$ cat config.mk
export PLATFORM = sky130hd
export DESIGN_NAME = register_file_multiport
export DESIGN_NICKNAME = d
export VERILOG_FILES = /design/src/rtl/register_file_multiport.sv
export SDC_FILE = /design/constraint.sdc
export NUM_CORES = 2
export LEC_CHECK = 0
export BUFFER_PORTS_ARGS = -buffer_cell sky130_fd_sc_hd__buf_2
export CORE_AREA = 5 5 483 342
export CTS_CLUSTER_SIZE = 40
export DETAILED_ROUTE_END_ITERATION = 12
export DIE_AREA = 0 0 488 347
export PLACE_DENSITY = 0.48
export SYNTH_ARGS = -nofsm -noshare
export SYNTH_HDL_FRONTEND = slang
export SYNTH_SLANG_ARGS = --single-unit
$ cat constraint.sdc
create_clock -name clock -period 6.9 [get_ports clock]
set_input_delay 0 -clock clock [delete_from_list [all_inputs] [get_ports clock]]
set_output_delay 0 -clock clock [all_outputs]
set_load 0.02 [all_outputs]
$ cat src/rtl/register_file_multiport.sv
// register_file_multiport
// N-read / M-write register file with byte-strobed writes, optional
// same-cycle write->read bypass, an optional hard-wired zero entry and a
// hardware clear sequencer that zeroes every entry after reset or on request.
// The storage array itself has no reset; only the sequencer state does.

module register_file_multiport #(
    parameter int DATA_WIDTH  = 32,
    parameter int ADDR_WIDTH  = 5,
    parameter int READ_PORTS  = 2,
    parameter int WRITE_PORTS = 1,
    parameter int BYPASS      = 0,
    parameter int ZERO_REG    = 1
) (
    input  logic                                clock,
    input  logic                                reset,
    input  logic                                clear_request,
    output logic                                ready,
    input  logic [READ_PORTS*ADDR_WIDTH-1:0]    read_address,
    output logic [READ_PORTS*DATA_WIDTH-1:0]    read_data,
    input  logic [WRITE_PORTS-1:0]              write_enabled,
    input  logic [WRITE_PORTS*DATA_WIDTH/8-1:0] write_strobe,
    input  logic [WRITE_PORTS*ADDR_WIDTH-1:0]   write_address,
    input  logic [WRITE_PORTS*DATA_WIDTH-1:0]   write_data
);

    localparam int DEPTH = 2 ** ADDR_WIDTH;
    localparam int BYTES = DATA_WIDTH / 8;
    localparam logic [ADDR_WIDTH-1:0] LAST_INDEX = ADDR_WIDTH'(DEPTH - 1);
    localparam logic [ADDR_WIDTH-1:0] ZERO_ADDR  = {ADDR_WIDTH{1'b0}};
    localparam logic [ADDR_WIDTH-1:0] INDEX_ONE  = {{(ADDR_WIDTH-1){1'b0}}, 1'b1};

    typedef enum logic {
        CLEAR = 1'b0,
        READY = 1'b1
    } state_t;

    state_t                  state_r;
    state_t                  state_s;
    logic [ADDR_WIDTH-1:0]   clear_index_r;
    logic [ADDR_WIDTH-1:0]   clear_index_s;
    logic                    ready_r;
    logic                    ready_s;
    logic [DATA_WIDTH-1:0]   mem_r [DEPTH];

    // Overlay the strobed bytes of data onto base; unstrobed bytes keep base.
    // Applying it port by port in ascending order gives the highest port priority.
    function automatic logic [DATA_WIDTH-1:0] merge_bytes(
        input logic [DATA_WIDTH-1:0] base,
        input logic [DATA_WIDTH-1:0] data,
        input logic [BYTES-1:0]      strobe
    );
        logic [DATA_WIDTH-1:0] result;
        result = base;
        for (int b = 0; b < BYTES; b++) begin
            result[b*8 +: 8] = strobe[b] ? data[b*8 +: 8] : base[b*8 +: 8];
        end
        return result;
    endfunction

    // Sequencer state, clear index and ready flag; reset forces a fresh clear.
    always_ff @(posedge clock or negedge reset) begin
        if (!reset) begin
            state_r       <= CLEAR;
            clear_index_r <= ZERO_ADDR;
            ready_r       <= 1'b0;
        end else begin
            state_r       <= state_s;
            clear_index_r <= clear_index_s;
            ready_r       <= ready_s;
        end
    end

    // Next-state logic: walk every entry once in CLEAR, re-enter CLEAR on request.
    always_comb begin
        state_s       = state_r;
        clear_index_s = clear_index_r;
        ready_s       = ready_r;
        case (state_r)
            CLEAR: begin
                if (clear_index_r == LAST_INDEX) begin
                    state_s       = READY;
                    clear_index_s = ZERO_ADDR;
                    ready_s       = 1'b1;
                end else begin
                    clear_index_s = clear_index_r + INDEX_ONE;
                    ready_s       = 1'b0;
                end
            end
            READY: begin
                if (clear_request) begin
                    state_s       = CLEAR;
                    clear_index_s = ZERO_ADDR;
                    ready_s       = 1'b0;
                end else begin
                    ready_s       = 1'b1;
                end
            end
            default: begin
                state_s       = CLEAR;
                clear_index_s = ZERO_ADDR;
                ready_s       = 1'b0;
            end
        endcase
    end

    assign ready = ready_r;

    // One storage entry per iteration: user writes only while ready, clear
    // writes only in CLEAR, so the two sources never coincide.
    for (genvar e = 0; e < DEPTH; e++) begin : g_entry
        localparam logic [ADDR_WIDTH-1:0] ENTRY = ADDR_WIDTH'(e);
        localparam bit WRITABLE = !((ZERO_REG != 0) && (e == 0));

        logic [DATA_WIDTH-1:0] merged_s;
        logic [DATA_WIDTH-1:0] next_s;
        logic                  hit_s;

        // Merge all write ports addressing this entry, then apply clear.
        always_comb begin
            merged_s = mem_r[e];
            hit_s    = 1'b0;
            for (int p = 0; p < WRITE_PORTS; p++) begin
                hit_s = ready_r && WRITABLE && write_enabled[p] &&
                        (write_address[p*ADDR_WIDTH +: ADDR_WIDTH] == ENTRY);
                merged_s = merge_bytes(merged_s,
                                       write_data[p*DATA_WIDTH +: DATA_WIDTH],
                                       hit_s ? write_strobe[p*BYTES +: BYTES]
                                             : {BYTES{1'b0}});
            end
            next_s = ((state_r == CLEAR) && (clear_index_r == ENTRY))
                     ? {DATA_WIDTH{1'b0}} : merged_s;
        end

        // Storage flop for this entry (intentionally not reset).
        always_ff @(posedge clock) begin
            mem_r[e] <= next_s;
        end
    end

    // Combinational read ports with optional same-cycle write overlay.
    for (genvar r = 0; r < READ_PORTS; r++) begin : g_read
        logic [ADDR_WIDTH-1:0] addr_s;
        logic [DATA_WIDTH-1:0] value_s;
        logic [DATA_WIDTH-1:0] out_s;
        logic                  hit_s;

        // Stored value, overlaid by this cycle's writes when bypass is built in;
        // forced to zero while not ready and for the hard-wired zero entry.
        always_comb begin
            addr_s  = read_address[r*ADDR_WIDTH +: ADDR_WIDTH];
            value_s = mem_r[addr_s];
            hit_s   = 1'b0;
            for (int p = 0; p < WRITE_PORTS; p++) begin
                hit_s = (BYPASS != 0) && write_enabled[p] &&
                        (write_address[p*ADDR_WIDTH +: ADDR_WIDTH] == addr_s);
                value_s = merge_bytes(value_s,
                                      write_data[p*DATA_WIDTH +: DATA_WIDTH],
                                      hit_s ? write_strobe[p*BYTES +: BYTES]
                                            : {BYTES{1'b0}});
            end
            out_s = (!ready_r || ((ZERO_REG != 0) && (addr_s == ZERO_ADDR)))
                    ? {DATA_WIDTH{1'b0}} : value_s;
        end

        assign read_data[r*DATA_WIDTH +: DATA_WIDTH] = out_s;
    end

endmodule

==> results_dict.tcl <==
set metrics [dict create \
    status "completed" \
    drive_gt1_share_pct 18.9 \
    grt_pass1_vias 35899 \
    endpoint "read_data[31]" \
    dp_cells 5966 \
    combPwrFrac_pct 23.3 \
    rsz0062_at_grt "false" \
    power.clock.fraction_pct 33.6 \
    root_buffer "clkbuf_16" \
    grt.total_usage_pct 26.9 \
    firstDrtPassIters 6 \
    reg2regPathDepth 5 \
    netlist_area_um2 55700 \
    hold_path.class "in2reg" \
    yosysWarnings 0 \
    synth_area_leader_cell "edfxtp_1" \
    synth_edf_count 992 \
    slew_headroom_pct 12.8 \
    peakVddDrop_mv 0.248 \
    total_power_uw 18000 \
    drtIter0Drc 5681 \
    path_class "reg2out" \
    power.density_nw_per_um2 292 \
    synth-async-reset-ratio_pct 0.601 \
    ant_nets 0 \
    ctsLongestPathBuffers 3 \
    yosys.area.top_type_share_pct 53.5 \
    grt_max_degree 122 \
    cp_max_fo 23 \
    reg2reg_from "ready$_DFF_PN0_" \
    fin_ws_ps 2310 \
    r2r-end "mem_r[25][11]$_SDFFCE_PP0P_" \
    drc 0 \
    ys_ff_latch 998 \
    synth_area_per_cell_um2 13.7 \
    required_ps 6900 \
    synth.area.top_cells "edfxtp_1, mux4_2, mux2i_1" \
    p_sw_share_pct 32.5 \
    setup_tns_ps 0 \
    yosysUniqueCellTypes 60 \
    rows 123 \
    cts-resized-gates 0 \
    dieArea_um2 169000 \
    min_period_ps 4590 \
    end_kind "output port" \
    cts_tree "done" \
    via_count 37885 \
    synth_ff_type "edfxtp_1" \
    multi_input_area_um2 23700 \
    dp_slack_ps 3090 \
    initial_core_util_pct 34.8 \
    ios 120 \
    start_kind "flip-flop" \
    period_share_pct 66.5 \
    grt_overflow_total 0 \
    synth_fp_nets 4129 \
    p_int_uw 12100 \
    seq_area_um2 29900 \
    area_delta_synth_final_pct 10.6 \
    num-fill-cells 14833 \
    r2r_slack_ps 2960 \
    drt_wl_total_um 234000 \
    pwr-share-seq_pct 43.1 \
    nets 4045 \
    fmax_mhz 218 \
    setup_viol 0 \
    cts_sinks 998 \
    hold_viol_final 0 \
    io_buffers 119 \
    startpoint "ready$_DFF_PN0_" \
    syn_inst 4068 \
    hpwl_um 153000 \
    via_per_inst 6.10 \
    leakage_uw 0.0216 \
    fp.dieW_um 488 \
    skew_ps 15.7 \
    coreArea_um2 160000 \
    fp.dieH_um 347 \
    wire_per_inst_um 37.7 \
    numCtsBuffers 106 \
    worstPathArrival_ps 4590 \
    htree_levels 3 \
    drv_cap 0 \
    synth_seq_area_share_pct 53.8 \
    clkSlewWorstSetupHoldPaths_ps 70 \
    clock_latency_ps 720 \
    antenna_found_initial 38 \
    netSwitchingPower_uw 5850 \
    final_cells 6215 \
    grt_pass1_wl_um 315000 \
    globalplace.congestion 0.935 \
    tightest_slew_ps 1310 \
    report.final.slew_viol_count 0 \
]
==> worst min-delay path by stage <==
stage	startpoint	end	slack, ps	cells after the start
6_report	write_strobe[2]	mem_r[26][17]$_SDFFCE_PP0P_	230	2
5_1_grt	write_strobe[2]	mem_r[26][17]$_SDFFCE_PP0P_	210	2
4_1_cts	write_strobe[2]	mem_r[26][17]$_SDFFCE_PP0P_	170	2
3_5_place_dp	reset	clear_index_r[4]$_DFFE_PN0P_	-150	1
3_3_place_gp	reset	clear_index_r[4]$_DFFE_PN0P_	-140	1
2_1_floorplan	reset	clear_index_r[0]$_DFFE_PN0P_	-300	0
==> through the flow <==
step           hold WS, ps  cell area [um^2]  util, %
2_1_floorplan         -296             55700        -
3_3_place_gp          -144             57700     36.1
3_5_place_dp          -152             57700     36.1
4_1_cts                168             61500     38.5
5_1_grt                210             61500     38.5
6_report               232             61600     38.5
==> synthesized netlist by cell type, drive strengths merged, types with 2 or more instances <==
cell     number
a211oi       31
o2111ai      12
mux4        288
and2b        10
a2111oi      18
a21oi        64
a221o        34
and2        549
edfxtp      992
nand2b       45
or2           4
nor2         64
clkbuf      279
o22ai        34
mux2i       382
mux2         67
a222oi       13
a21o        125
a32oi        50
dfrtp         6
nor3          7
o21ai        49
a211o        12
inv           7
nand4        13
nand2        81
nand3b        2
a221oi       22
ha            6
and3          2
nor2b       469
buf         158
a31oi        44
nand3        19
a22oi       100
==> routing by layer <==
metal / track usage [%] / share of wire, % / up-vias / wire [um]
met2: 36.8 / 40 / 2280 / 94600
met1: 40.8 / 46 / 19808 / 107000
met3: 7.20 / 10 / 424 / 23500
met5: 0 / 0 / - / 0
met4: 8.92 / 3.8 / 0 / 8990
li1: - / - / 15373 / -
==> cells by family (layout without fill, tap and decap cells) <==
group / after synthesis / after routing / share of synthesized area, %
xor+xnor: 2 / 2 / 0.0315
mux: 737 / 737 / 20.0
simple gates: 1267 / 1267 / 13.6
flops: 998 / 998 / 53.8
buf+inv: 445 / 449 / 4.22
other cells: 0 / 18 / 0
compound gates: 613 / 613 / 8.24
fa+ha+maj: 6 / 6 / 0.135
==> critical path, cell delays in order (launching register included) <==
cell and delay, ps:
dfrtp_2 760, buf_4 560, o311a_2 810, buf_4 500
o21ai_0 220, a32oi_1 670, buf_2 300
==> cell usage in the layout, fill, tap and decap left out, types with 22 or more instances in the layout <==
| master | n |
|---|---|
| a211oi_1 | 31 |
| a21o_1 | 125 |
| a21oi_1 | 64 |
| a221o_1 | 34 |
| a221oi_1 | 22 |
| a22oi_1 | 100 |
| a31oi_1 | 44 |
| a32oi_1 | 50 |
| and2_1 | 547 |
| buf_2 | 112 |
| buf_4 | 91 |
| clkbuf_1 | 23 |
| clkbuf_16 | 113 |
| clkinv_2 | 22 |
| dlygate4sd3_1 | 35 |
| edfxtp_1 | 992 |
| mux2_2 | 67 |
| mux2i_1 | 382 |
| mux4_1 | 26 |
| mux4_2 | 261 |
| nand2_1 | 77 |
| nand2b_1 | 42 |
| nor2_1 | 45 |
| nor2b_1 | 460 |
| o21ai_0 | 43 |
| o22ai_1 | 34 |
==> state kept, by name (all words and copies together) (netlist names) <==
name,cells
ready,1
clear_index_r,5
mem_r,992
==> what timing repair did <==
item                       CTS  global route
hold buffers                35             0
hold endpoints to repair  1004             0
buffers inserted             0             0
==> power groups by stage <==
stage | Combinational, uW | Sequential [uW] | Clock [uW]
floorplan | 2360 | 7720 | 0
global placement | 4060 | 7870 | 0
detailed placement | 4080 | 7860 | 0
CTS | 4100 | 7740 | 6100
global route | 4330 | 7800 | 6330
finish | 4190 | 7750 | 6050
==> final cells by class <==
cell class                 instances  share of cell area [%]
antenna                           18                  0.0731
multi-input combinational       2625                    38.4
sequential                       998                    48.6
inverter                           7                  0.0427
clock buffer                     136                    4.73
tap                             2125                    4.32
timing repair buffer             246                    2.80
clock inverter                    60                   0.990
No activity file was read; power rests on OpenSTA's default activity.
